File: src/rtl/decode_if.sv
// decode_if: signal bundle between fetch/controller (master) and the decode stage (slave).
interface decode_if;
   logic        DecodeEnable, FetchDone, branch_taken, DecodeDone, stack_err;
   logic [31:0] instruction, nextPC, imm_ext, PCj, PCbranch, PCstack;
   logic [4:0]  func, rs1, rd, rs2, sa;
   logic [1:0]  itype, PCsrc;
   modport master (
      output DecodeEnable, FetchDone, instruction, nextPC, branch_taken,
      input  DecodeDone, func, itype, rs1, rd, rs2, sa, imm_ext, PCsrc, PCj, PCbranch, PCstack, stack_err
   );
   modport slave (
      input  DecodeEnable, FetchDone, instruction, nextPC, branch_taken,
      output DecodeDone, func, itype, rs1, rd, rs2, sa, imm_ext, PCsrc, PCj, PCbranch, PCstack, stack_err
   );
endinterface

File: src/rtl/decode_stage.sv
// decode_stage: captures the fetched instruction, splits its fields, computes jump/branch
// targets and next-PC select, and owns the return-address stack.
module decode_stage #(
   parameter int DEPTH = 8,
   parameter int PTRW  = 3
) (
   input logic     clk,
   input logic     reset,
   decode_if.slave bus
);
   localparam logic [0:0] IDLE = 1'b0, HOLD = 1'b1;
   logic [0:0]      state_q, state_d;
   logic [31:1]     instr_q, instr_d;
   logic [31:0]     pcj_q, pcj_d, pcb_q, pcb_d, pcs_q, pcs_d;
   logic [1:0]      src_q, src_d;
   logic            done_q, done_d, err_q, err_d;
   logic [PTRW:0]   cnt_q, cnt_d;
   logic [31:0]     stk_q [DEPTH];
   logic [31:0]     stk_d [DEPTH];
   logic            go, is_j, jal, stop, empty, full;
   logic [PTRW-1:0] top;
   logic [31:0]     cur_pc, imm;
   always_comb begin
      go      = state_q == IDLE && bus.DecodeEnable && bus.FetchDone;
      is_j    = bus.instruction[2:1] == 2'b01;
      jal     = is_j && bus.instruction[31:27] == 5'd1;
      stop    = bus.instruction[0];
      empty   = cnt_q == '0;
      full    = cnt_q == (PTRW+1)'(DEPTH);
      top     = cnt_q[PTRW-1:0] - 1'b1;
      cur_pc  = bus.nextPC - 32'd1;
      imm     = {{18{bus.instruction[16]}}, bus.instruction[16:3]};
      state_d = go ? HOLD : (state_q == HOLD && !bus.DecodeEnable) ? IDLE : state_q;
      done_d  = go;
      instr_d = go ? bus.instruction[31:1] : instr_q;
      pcj_d   = go ? {cur_pc[31:24], bus.instruction[26:3]} : pcj_q;
      pcb_d   = go ? cur_pc + imm : pcb_q;
      src_d   = !go ? src_q : is_j ? 2'b10 : (stop && !empty) ? 2'b11 :
                (bus.instruction[2:1] == 2'b10 && bus.branch_taken) ? 2'b01 : 2'b00;
      pcs_d   = pcs_q;
      cnt_d   = cnt_q;
      err_d   = err_q;
      stk_d   = stk_q;
      // JAL with stop bit is pop-then-push: the top entry is simply replaced
      if (go && jal) begin
         if (stop && !empty) stk_d[top] = bus.nextPC;
         else if (!full) begin
            stk_d[cnt_q[PTRW-1:0]] = bus.nextPC;
            cnt_d = cnt_q + 1'b1;
         end
         err_d = err_q | (stop ? empty : full);
      end else if (go && stop && !is_j) begin
         if (!empty) begin
            pcs_d = stk_q[top];
            cnt_d = cnt_q - 1'b1;
         end
         err_d = err_q | empty;
      end
   end
   always_ff @(posedge clk or negedge reset)
      if (!reset) begin
         state_q <= IDLE;
         instr_q <= '0;
         pcj_q   <= '0;
         pcb_q   <= '0;
         pcs_q   <= '0;
         src_q   <= '0;
         done_q  <= 1'b0;
         err_q   <= 1'b0;
         cnt_q   <= '0;
         stk_q   <= '{default: '0};
      end else begin
         state_q <= state_d;
         instr_q <= instr_d;
         pcj_q   <= pcj_d;
         pcb_q   <= pcb_d;
         pcs_q   <= pcs_d;
         src_q   <= src_d;
         done_q  <= done_d;
         err_q   <= err_d;
         cnt_q   <= cnt_d;
         stk_q   <= stk_d;
      end
   assign bus.DecodeDone = done_q;
   assign bus.func       = instr_q[31:27];
   assign bus.rs1        = instr_q[26:22];
   assign bus.rd         = instr_q[21:17];
   assign bus.rs2        = instr_q[16:12];
   assign bus.sa         = instr_q[11:7];
   assign bus.itype      = instr_q[2:1];
   assign bus.imm_ext    = {{18{instr_q[16]}}, instr_q[16:3]};
   assign bus.PCsrc      = src_q;
   assign bus.PCj        = pcj_q;
   assign bus.PCbranch   = pcb_q;
   assign bus.PCstack    = pcs_q;
   assign bus.stack_err  = err_q;
endmodule

File: src/flat_wrapper.sv
// flat-port wrapper written by rule: the top's interface ports become plain ports
module decode_stage_flat 
#(
   parameter int DEPTH = 8,
   parameter int PTRW  = 3
)
  (clk, reset, bus_DecodeEnable, bus_FetchDone, bus_instruction, bus_nextPC, bus_branch_taken, bus_DecodeDone, bus_func, bus_itype, bus_rs1, bus_rd, bus_rs2, bus_sa, bus_imm_ext, bus_PCsrc, bus_PCj, bus_PCbranch, bus_PCstack, bus_stack_err);
  decode_if bus_i ();
  input logic clk;
  input logic reset;
  input wire logic [$bits(bus_i.DecodeEnable)-1:0] bus_DecodeEnable;
  input wire logic [$bits(bus_i.FetchDone)-1:0] bus_FetchDone;
  input wire logic [$bits(bus_i.instruction)-1:0] bus_instruction;
  input wire logic [$bits(bus_i.nextPC)-1:0] bus_nextPC;
  input wire logic [$bits(bus_i.branch_taken)-1:0] bus_branch_taken;
  output wire logic [$bits(bus_i.DecodeDone)-1:0] bus_DecodeDone;
  output wire logic [$bits(bus_i.func)-1:0] bus_func;
  output wire logic [$bits(bus_i.itype)-1:0] bus_itype;
  output wire logic [$bits(bus_i.rs1)-1:0] bus_rs1;
  output wire logic [$bits(bus_i.rd)-1:0] bus_rd;
  output wire logic [$bits(bus_i.rs2)-1:0] bus_rs2;
  output wire logic [$bits(bus_i.sa)-1:0] bus_sa;
  output wire logic [$bits(bus_i.imm_ext)-1:0] bus_imm_ext;
  output wire logic [$bits(bus_i.PCsrc)-1:0] bus_PCsrc;
  output wire logic [$bits(bus_i.PCj)-1:0] bus_PCj;
  output wire logic [$bits(bus_i.PCbranch)-1:0] bus_PCbranch;
  output wire logic [$bits(bus_i.PCstack)-1:0] bus_PCstack;
  output wire logic [$bits(bus_i.stack_err)-1:0] bus_stack_err;
  assign bus_i.DecodeEnable = bus_DecodeEnable;
  assign bus_i.FetchDone = bus_FetchDone;
  assign bus_i.instruction = bus_instruction;
  assign bus_i.nextPC = bus_nextPC;
  assign bus_i.branch_taken = bus_branch_taken;
  assign bus_DecodeDone = bus_i.DecodeDone;
  assign bus_func = bus_i.func;
  assign bus_itype = bus_i.itype;
  assign bus_rs1 = bus_i.rs1;
  assign bus_rd = bus_i.rd;
  assign bus_rs2 = bus_i.rs2;
  assign bus_sa = bus_i.sa;
  assign bus_imm_ext = bus_i.imm_ext;
  assign bus_PCsrc = bus_i.PCsrc;
  assign bus_PCj = bus_i.PCj;
  assign bus_PCbranch = bus_i.PCbranch;
  assign bus_PCstack = bus_i.PCstack;
  assign bus_stack_err = bus_i.stack_err;
  decode_stage #(.DEPTH(DEPTH), .PTRW(PTRW)) u_core (.clk(clk), .reset(reset), .bus(bus_i));
endmodule
File: config.mk
export PLATFORM = sky130hd
export DESIGN_NAME = decode_stage_flat
export DESIGN_NICKNAME = d
export VERILOG_FILES = /design/src/rtl/decode_if.sv /design/src/rtl/decode_stage.sv /design/src/flat_wrapper.sv
export SDC_FILE = /design/constraint.sdc
export NUM_CORES = 1
export LEC_CHECK = 0
export ABC_CLOCK_PERIOD_IN_PS = 3200
export BUFFER_PORTS_ARGS = -buffer_cell sky130_fd_sc_hd__buf_2
export CORE_UTILIZATION = 35
export DETAILED_ROUTE_END_ITERATION = 10
export HOLD_SLACK_MARGIN = 0.08
export MAX_ROUTING_LAYER = met4
export SYNTH_ARGS = -nofsm -noshare
export SYNTH_HDL_FRONTEND = slang
export SYNTH_SLANG_ARGS = --single-unit
export TNS_END_PERCENT = 20
File: constraint.sdc
create_clock -name clk -period 3.2 [get_ports clk]
set_clock_uncertainty 0.1 [all_clocks]
set_input_delay 0.8 -clock clk [delete_from_list [all_inputs] [get_ports clk]]
set_output_delay 0.8 -clock clk [all_outputs]
set_load 0.005 [all_outputs]
### Yosys cells after proc, flatten, opt, wreduce, memory -nomap -nowiden

Index checks and enable logic that the tools add are counted.

| storage, ports and cells | value |
|---|---|
| output and inout port bits | 159 |
| bits of input ports | 69 |
| register bits after elaboration | 392 |

| operators by class | value |
|---|---|
| reductions and logical operators | 20 |
| bitwise logic cells | 7 |
| equal/unequal tests | 8 |
| multiplexer cells | 24 |
| add/subtract/negate cells | 5 |
| $lt $le $gt $ge | 4 |

Operators with widths:

| kind | count |
|---|---|
| $bwmux 256 | 2 |
| $mux 256 | 2 |
| $demux 32 s3 | 2 |
| $mux 32 | 4 |
| $bmux 32 s3 | 1 |
| $add 32x32->32 | 1 |
| $sub 32x1->32 const B | 1 |
| $mux 4 | 5 |
| $logic_and 1x1->1 | 11 |
| $ge 4x4->1 const B | 2 |
| $lt 4x1->1 const B | 2 |
| $ne 2x2->1 const B | 4 |
| $not 3->4 | 2 |
| $mux 1 | 6 |
| $eq 5x1->1 const B | 1 |
| $add 4x1->4 const B | 1 |
| $eq 4x4->1 const B | 1 |
| $logic_not 4->1 | 1 |
| $mux 2 | 2 |
| $reduce_and 4->1 | 1 |
| $reduce_bool 2->1 | 2 |
| $sub 4x1->4 const B | 1 |
| $logic_not 1->1 | 3 |
| $not 1->1 | 3 |
| 6 further kinds | 7 |

### Logic depth before layout (Yosys ltp)

Gate-level depths: netlist (run 1).

| depth | value |
|---|---|
| depth after elaboration | 8 |
| depth in mapped cells | 17 |

### Worst setup path after synthesis (run 1)

Ideal clock, no wire load.

| timing path | value |
|---|---|
| path kind | input -> register |
| start point | in bus_nextPC[0] |
| end point | reg u_core.pcb_q[31], in the netlist u_core.bus.PCbranch[31] |
| library setup time | 0.129 ns |
| data arrival time | 4.695 ns |
| setup slack | -1.724 ns |
| required time | 2.971 ns |
| stages on the path | 16 |
| path through | clkbuf_1 -> inv_1 -> ha_1 -> or4b_1 -> or4_1 -> or4_4 -> nor2_2 -> nor4b_4 -> xor2_1 -> ha_1 -> clkbuf_1 -> a21o_1 -> or2_2 -> a2111oi_0 -> nor3_1 -> nand3b_1 |

| between the ends | value |
|---|---|
| cells in the longest elaborated chain, start to end | 2 |

RTL lines:

| what | line | RTL |
|---|---|---|
| from (decl) | flat_wrapper.sv:14 | `input wire logic [$bits(bus_i.nextPC)-1:0] bus_nextPC;` |
| $sub 32x1->32 | decode_stage.sv:31 | `cur_pc = bus.nextPC - 32'd1;` |
| via u_core.cur_pc[26] | decode_stage.sv:22 | `logic [31:0] cur_pc, imm;` |
| $add 32x32->32 | decode_stage.sv:37 | `pcb_d = go ? cur_pc + imm : pcb_q;` |
| to (signal assigned) | decode_stage.sv:76 | `pcb_q <= pcb_d;` |
| to (decl) | decode_stage.sv:14 | `logic [31:0] pcj_q, pcj_d, pcb_q, pcb_d, pcs_q, pcs_d;` |

The timed path passes the listed nets, and every way through them passes these cells.
A chain may end at the register's enable or synchronous reset.

### Worst setup path in the final report (run 1)

| timing path | value |
|---|---|
| start point | in bus_nextPC[0] |
| end point | reg u_core.pcb_q[27], in the netlist u_core.bus.PCbranch[27] |

| between the ends | value |
|---|---|
| cells in the longest elaborated chain, start to end | 2 |

RTL lines:

| what | line |
|---|---|
| $sub 32x1->32 | decode_stage.sv:31 |
| $add 32x32->32 | decode_stage.sv:37 |

Every way passes these cells.

==> results of run 1 <==
==> power by group through the flow <==
stage | clock (uW) | sequential [uW] | combinational, uW
after global placement | 0 | 5230 | 3430
after CTS | 4760 | 5160 | 3510
after detailed placement | 0 | 5250 | 3450
after floorplan | 0 | 5220 | 1690
final | 4630 | 5170 | 3570
after global routing | 4940 | 5200 | 3820
==> sequential cells by signal, indices dropped and copies added, names as in the netlist <==
signal                 flops
u_core.bus.DecodeDone      1
u_core.bus.PCbranch       32
u_core.bus.PCj            32
u_core.bus.PCsrc           2
u_core.bus.PCstack        32
u_core.bus.stack_err       1
u_core.cnt_q               4
u_core.instr_q             7
u_core.state_q             1
u_core.stk_q             256
==> synth_stat cells, types with 23 or more instances <==
cell type	n	area, um2
a21o_1	48	360
a21oi_1	42	210
a221oi_1	32	280
a22o_1	32	280
a22oi_1	64	480
a31oi_1	37	231
buf_2	23	115
buf_4	52	390
clkbuf_1	78	293
dfrtp_1	368	9210
ha_1	40	500
mux2_2	252	2840
nand2_1	180	676
nor2_1	45	169
o21ai_0	47	235
xor2_1	31	272
==> critical path, stage by stage <==
cell	delay, ns
buf_12	0.12
buf_4	0.13
or4_4	0.42
or4_4	0.48
or2_4	0.28
or3_1	0.33
xnor2_1	0.14
ha_2	0.35
nand4_1	0.13
o211ai_1	0.21
a21oi_4	0.12
o32ai_4	0.33
buf_4	0.17
a21oi_2	0.03
nor3b_2	0.17
o31ai_1	0.18
==> logic make-up (layout without fill, tap and decap cells) <==
kind of cell               Yosys count  after routing  synth area share
buffers and inverters              181            555            0.0510
xor gates and xnor gates            54             54            0.0275
muxes                              259            259             0.162
and+or+nand+nor                    311            311            0.0801
DFF                                368            368             0.512
adders and majority gates           42             42            0.0300
AOI/OAI and AO/OA                  353            353             0.138
==> cells in the final DEF (no fill, tap or decap), types with 5 or more instances in the layout <==
master     count
nor4_1         5
mux2_1         6
o31ai_1        6
nand2_1      172
clkbuf_16     39
nand2b_1       5
nor3_1        10
a21oi_2       11
o21ai_0       29
inv_1         12
nand4_1        8
clkbuf_8      16
buf_2        224
nor2_2        20
mux2_2       251
a22oi_1       64
a22o_1        32
a21oi_1       28
nor2_1        23
a31oi_1       36
nand3b_1       5
o21ai_1       16
buf_12        20
ha_1          35
nand2_2        7
o21a_1         5
buf_6          8
o211ai_1       5
nand3_1        5
nor3_2         8
a221oi_1      32
or4_4          6
or3_1          6
dfrtp_1      368
buf_4        215
xor2_1        29
a21o_1        48
clkbuf_1       6
xnor2_1       18
==> area by class of cell <==
type,instances,area share
sequential,368,0.398
multi-input combinational,1019,0.364
timing repair buffer,470,0.141
clock buffer,61,0.0526
tap,672,0.0363
clock inverter,9,0.00540
inverter,15,0.00308
==> what timing repair did <==
action | in CTS | in global routing
pin swaps | 31 | 30
resized for setup | 39 | 54
hold buffers | 1 | 0
hold endpoints to repair | 39 | 0
setup endpoints to repair | 23 | 23
buffers inserted | 11 | 12
==> routing by layer <==
| metal | global-route usage | part of all wire | vias up |
|---|---|---|---|
| met1 | 0.261 | 0.44 | 6995 |
| met4 | 0.0629 | 0.027 | 0 |
| met2 | 0.327 | 0.48 | 394 |
| met3 | 0.0380 | 0.056 | 93 |
| li1 | - | - | 6311 |
| met5 | - | 0 | - |
==> path summary, 6_finish.rpt <==
path | cells after the start | endpoint | slack (ns)
worst max-delay path | 16 | u_core.bus.PCbranch[27] | -0.86
worst min-delay path | 3 | u_core.bus.PCj[15] | 0.35
worst max register to register | 9 | u_core.bus.PCstack[18] | 0.47
worst min register to register | 1 | u_core.bus.PCstack[3] | 0.37
max in group asynchronous | 3 | u_core.bus.PCbranch[19] | 1.53
min in group asynchronous | 2 | u_core.stk_q[22] | 0.67
==> through the flow <==
step           cells  utilization  setup WS (ns)  hold WS (ns)  TNS (ns)
2_1_floorplan   1568            -          -1.39         0.350    -26.90
3_3_place_gp    2520        0.420          -1.56         0.354    -69.36
3_5_place_dp    2520        0.420          -1.63         0.358    -67.77
4_1_cts         2602        0.452         -0.839         0.328    -11.50
5_1_grt         2614        0.459          -1.02         0.353    -15.01
6_report        2614        0.459         -0.860         0.347    -12.04
==> summary.txt, run 1 <==
Run status
  • Status: complete, but fails checks
  • Violated checks: setup timing

Clock tree
  • Clk slew on worst S/H paths: 0.06 ns
  • CTS max path bufs: 3
  • Clk root buf: clkbuf_16
  • Clk Latency, worst-skew pair: 0.55 ns
  • CTS tree: done
  • H-Tree Depth: 2
  • TritonCTS buffer count: 39
  • Sink Count: 368

STA
  • Fin crit period: 4.06 ns
  • Headroom to the max-slew limit: 0.552
  • RSZ-0062 raised after global routing: yes
  • Final setup violation count: 22
  • FMAX: 0.246 GHz
  • Worst Tran Pin Value: 0.673 ns
  • Hold Fails Final Rpt: 0
  • Final period util: 1.27
  • Pins Over Slew Limit: 0
  • Worst setup margin: -0.860 ns

Worst setup path
  • CP required: 3.55 ns
  • Worst R2R Start: u_core.cnt_q[1]
  • Startpoint Class: primary input
  • WS Path Type: in -> reg
  • Worst EP arrival: 4.41 ns
  • Worst setup EP type: register
  • CP max FO: 5
  • CP Launch Point: bus_nextPC[0]

Yosys
  • Synth Net Count: 1679
  • Mean Syn Cell Area: 11.5 um2
  • Seq cells post-synth: 368
  • Seq/Total Area, Yosys: 0.512
  • Synthesis Warnings: 0
  • Mapped cell area: 18000 um2
  • EDFF count, synth: 0
  • Count of cell types in the netlist: 61
  • Ys flop type: dfrtp_1
  • Ys async rst share: 1.00
  • Syn Inst Count: 1568

Final layout
  • Final instance area: 23200 um2
  • # nets final: 2024
  • Diodes inserted: 0
  • Footprint of the multi-input gates: 8440 um2
  • Fillcell total: 4605
  • Register Area: 9210 um2
  • P&R area growth vs syn: 28.7%
  • Layout cells sized above 1: 0.461

Power and ir drop
  • Net Sw Power: 4390 uW
  • Sequential Power Share: 0.386
  • Pwr Total: 13400 uW
  • Leakage power: 0.0116 uW
  • Worst vdd ir: 0.558 mV
  • Gate power share: 0.267
  • Clock share of power: 0.347
  • Cell Pwr Density: 577 nW/um2
  • Net Sw Frac: 0.328
  • Internal power: 8980 uW

Place
  • Port Buffers: 227
  • Hpwl dp: 35500 um
  • Post-DP Area: 21200 um2
  • Weighted congestion at the end of routability-driven global placement: 0.856

GRT
  • Vias in the first global route: 14190
  • Grt total ovfl: 0
  • Antenna violations before repair: 1
  • Largest net degree at the start of global routing: 85
  • All-layer global routing usage: 0.204
  • First-pass GRT wire length: 81500 um

Die
  • IO Pins: 228
  • Die Width: 229 um
  • Die Y: 229 um
  • Die area: 52300 um2
  • Row cnt: 82
  • Starting Density: 0.357
  • Core area: 50500 um2

Drt
  • Residual DRC: 0
  • Initial DRC count: 886
  • Post-route ant nets: 0
  • Vias per cell: 5.28
  • Drt pass-1 iters: 5
  • DRT Wirelength: 51900 um
  • DR vias: 13793
  • Wire per inst: 19.9 um

Min path
  • Hold WC Path Type: in -> reg
  • Hold_sp: bus_instruction[18]

Job
  • Maxcap violations: 0
Note: power is estimated with default switching activity, not from simulation.
==> run 2: changes to the inputs <==
- ABC_CLOCK_PERIOD_IN_PS: 3200 -> 4450
- clock period: 3.2 -> 4.45 ns (I/O delays scaled with it)
==> run 2 against run 1 <==
Compared with the run above: the run now ends clean; global-route usage barely moved; flip-flop and latch count did not move; first-iteration DRC count increased by 9.3%; largest cell class unchanged; highest routed layer unchanged.
==> summary.txt, run 2 (same netlist as run 1, synthesis figures left out) <==
Run status
  • Status: complete, no violations

STA
  • Final setup violation count: 0 (-100%)
  • RSZ-0062 raised after global routing: yes
  • Headroom to the max-slew limit: 0.410 (-0.142)
  • Final period util: 0.983
  • Pins Over Slew Limit: 0 (unchanged)
  • Worst Tran Pin Value: 0.885 ns (+0.212 ns)
  • Hold Fails Final Rpt: 0 (unchanged)
  • Total negative setup slack: 0 ns (+12.04 ns)
  • FMAX: 0.228 GHz
  • Worst hold slack: 0.362 ns (+0.0151 ns)
  • Fin crit period: 4.38 ns

Final layout
  • P&R area growth vs syn: 22.7%
  • Final instance area: 22100 um2 (-4.6%)
  • Non-filler cells in the finished layout: 2538 (-2.9%)
  • Most common cell after layout, fill and taps aside: dfrtp_1
  • # nets final: 1957 (-3.3%)
  • Layout cells sized above 1: 0.413 (-0.0485)
  • Largest register FFs: 256 (unchanged)
  • Most frequent cells in the layout: 368 x dfrtp_1, 252 x mux2_2, 222 x buf_2
  • Reg with most FFs: u_core.stk_q
  • Fillcell total: 4769 (+3.6%)

Clock tree
  • Hold-fix buffers at CTS: 0 (-1)
  • Clk slew on worst S/H paths: 0.06 ns (about the same)
  • Sink Count: 368 (unchanged)
  • Clk Latency, worst-skew pair: 0.55 ns (about the same)
  • CTS max path bufs: 3 (unchanged)
  • Clk root buf: clkbuf_16
  • CTS tree: done
  • TritonCTS buffer count: 38 (-2.6%)
  • H-Tree Depth: 2 (unchanged)

Worst setup path
  • Startpoint Class: primary input
  • R2R depth: 8 (-1)
  • Worst setup EP type: register
  • Flop-to-flop setup slack: 0.86 ns (+0.39 ns)
  • Reg2reg end: u_core.stk_q[210]
  • Worst R2R Start: u_core.cnt_q[0]
  • Crit path capture: u_core.bus.PCbranch[28]
  • CP required: 4.79 ns (+1.24 ns)
  • CP Launch Point: bus_nextPC[1]
  • Worst EP arrival: 4.72 ns (+0.31 ns)
  • WS Path Type: in -> reg
  • CP max FO: 5 (unchanged)

Power and ir drop
  • Clock share of power: 0.335 (-0.012)
  • Net Sw Power: 3040 uW (-31%)
  • Internal power: 6080 uW (-32%)
  • Net Sw Frac: 0.333 (+0.00511)
  • Pwr Total: 9110 uW (-32%)
  • Leakage power: 0.0110 uW (-4.5%)
  • Gate power share: 0.254 (-0.013)
  • Worst vdd ir: 0.324 mV (-42%)
  • Cell Pwr Density: 412 nW/um2 (-29%)
  • Sequential Power Share: 0.411 (+0.025)

Place
  • Post-DP Area: 20700 um2 (-2.5%)
  • Port Buffers: 227 (unchanged)
  • Weighted congestion at the end of routability-driven global placement: 0.911 (+6.5%)
  • Dpl cells: 2468 (-2.1%)
  • Hpwl dp: 33800 um (-5.1%)

Die
  • Core area: 50500 um2 (unchanged)
  • Row cnt: 82 (unchanged)
  • Starting Density: 0.357 (unchanged)
  • Die Width: 229 um (unchanged)
  • Die Y: 229 um (unchanged)
  • Die area: 52300 um2 (unchanged)
  • IO Pins: 228 (unchanged)

Min path
  • Hold WC Path Type: reg -> reg
  • Hold depth: 2 (-1)

GRT
  • All-layer global routing usage: 0.204 (about the same)
  • Grt total ovfl: 0 (unchanged)
  • First-pass GRT wire length: 81000 um (-0.61%)
  • Largest net degree at the start of global routing: 109 (+28%)
  • Antenna violations before repair: 1 (unchanged)
  • Vias in the first global route: 13902 (-2.0%)

Drt
  • Residual DRC: 0 (unchanged)
  • Wire per inst: 20.4 um (+2.8%)
  • Initial DRC count: 968 (+9.3%)
  • DRT Wirelength: 51800 um (-0.23%)
  • Vias per cell: 5.31 (+0.64%)
  • Post-route ant nets: 0 (unchanged)
  • DR vias: 13478 (-2.3%)
  • Drt pass-1 iters: 5 (unchanged)

Job
  • Maxcap violations: 0 (unchanged)
==> run 2: cell count changes in the layout (fill, tap and decap cells not counted), moves of 6 or more <==
cell      previous run  this run
clkbuf_8            16         6
a21oi_2             11         3
buf_6                8         2
buf_12              20        13
buf_4              215       163
a21oi_1             28        38
o21ai_0             29        41
nor2_1              23        30
o21ai_1             16         6
==> run 2: worst min path at each step <==
stage / startpoint / endpoint / slack (ns)
6_report: u_core.bus.PCbranch[15] / u_core.bus.PCbranch[15] / 0.36
5_1_grt: u_core.bus.PCbranch[15] / u_core.bus.PCbranch[15] / 0.39
4_1_cts: u_core.bus.PCbranch[15] / u_core.bus.PCbranch[15] / 0.37
3_5_place_dp: u_core.bus.PCbranch[15] / u_core.bus.PCbranch[15] / 0.36
3_3_place_gp: u_core.bus.PCbranch[15] / u_core.bus.PCbranch[15] / 0.35
2_1_floorplan: u_core.stk_q[192] / u_core.stk_q[192] / 0.35
==> run 2: area by class of cell <==
| class | instances | area (um2) | share of cell area |
|---|---|---|---|
| Multi-Input combinational cell | 1019 | 8140 | 0.368 |
| Inverter | 15 | 61.3 | 0.00278 |
| Clock inverter | 7 | 85.1 | 0.00385 |
| Tap cell | 672 | 841 | 0.0381 |
| Sequential cell | 368 | 9210 | 0.417 |
| Antenna cell | 1 | 2.50 | 0.000113 |
| Clock buffer | 52 | 1080 | 0.0491 |
| Timing Repair Buffer | 404 | 2670 | 0.121 |
==> run 2: per-stage QoR <==
step                      setup slack [ns]  utilization
after floorplan                     -0.476            -
after global placement              -0.599        0.410
after detailed placement            -0.641        0.410
after CTS                          -0.0321        0.435
after global routing               -0.0641        0.438
final                               0.0736        0.438
==> run 2: power groups by stage <==
stage          clock network [uW]  registers, uW  logic [uW]
2_1_floorplan                   0           3750        1190
3_3_place_gp                    0           3790        2250
3_5_place_dp                    0           3810        2280
4_1_cts                      3130           3750        2300
5_1_grt                      3260           3770        2470
6_report                     3050           3750        2310
==> run 2: worst max-delay path, stage by stage <==
cell	delay [ns]
buf_8	0.11
inv_4	0.05
ha_4	0.12
or4b_4	0.46
or4_4	0.47
or4_4	0.50
nor2_4	0.11
nor4b_4	0.24
xor2_2	0.23
ha_4	0.25
buf_4	0.14
a21oi_4	0.14
o21ai_1	0.08
a221o_1	0.33
o21a_1	0.17
o31ai_1	0.20
==> run 2: layer usage <==
metal	wire length, um	global-route usage	vias up
met2	24400	0.323	394
li1	-	-	6173
met5	0	-	-
met1	22700	0.261	6814
met3	3290	0.0425	97
met4	1450	0.0621	0
==> run 2: timing repair <==
| action | CTS | global route |
|---|---|---|
| gates resized for setup | 21 | 22 |
| buffers inserted | 7 | 3 |
| setup endpoints to repair | 4 | 12 |
| pin swaps | 22 | 18 |
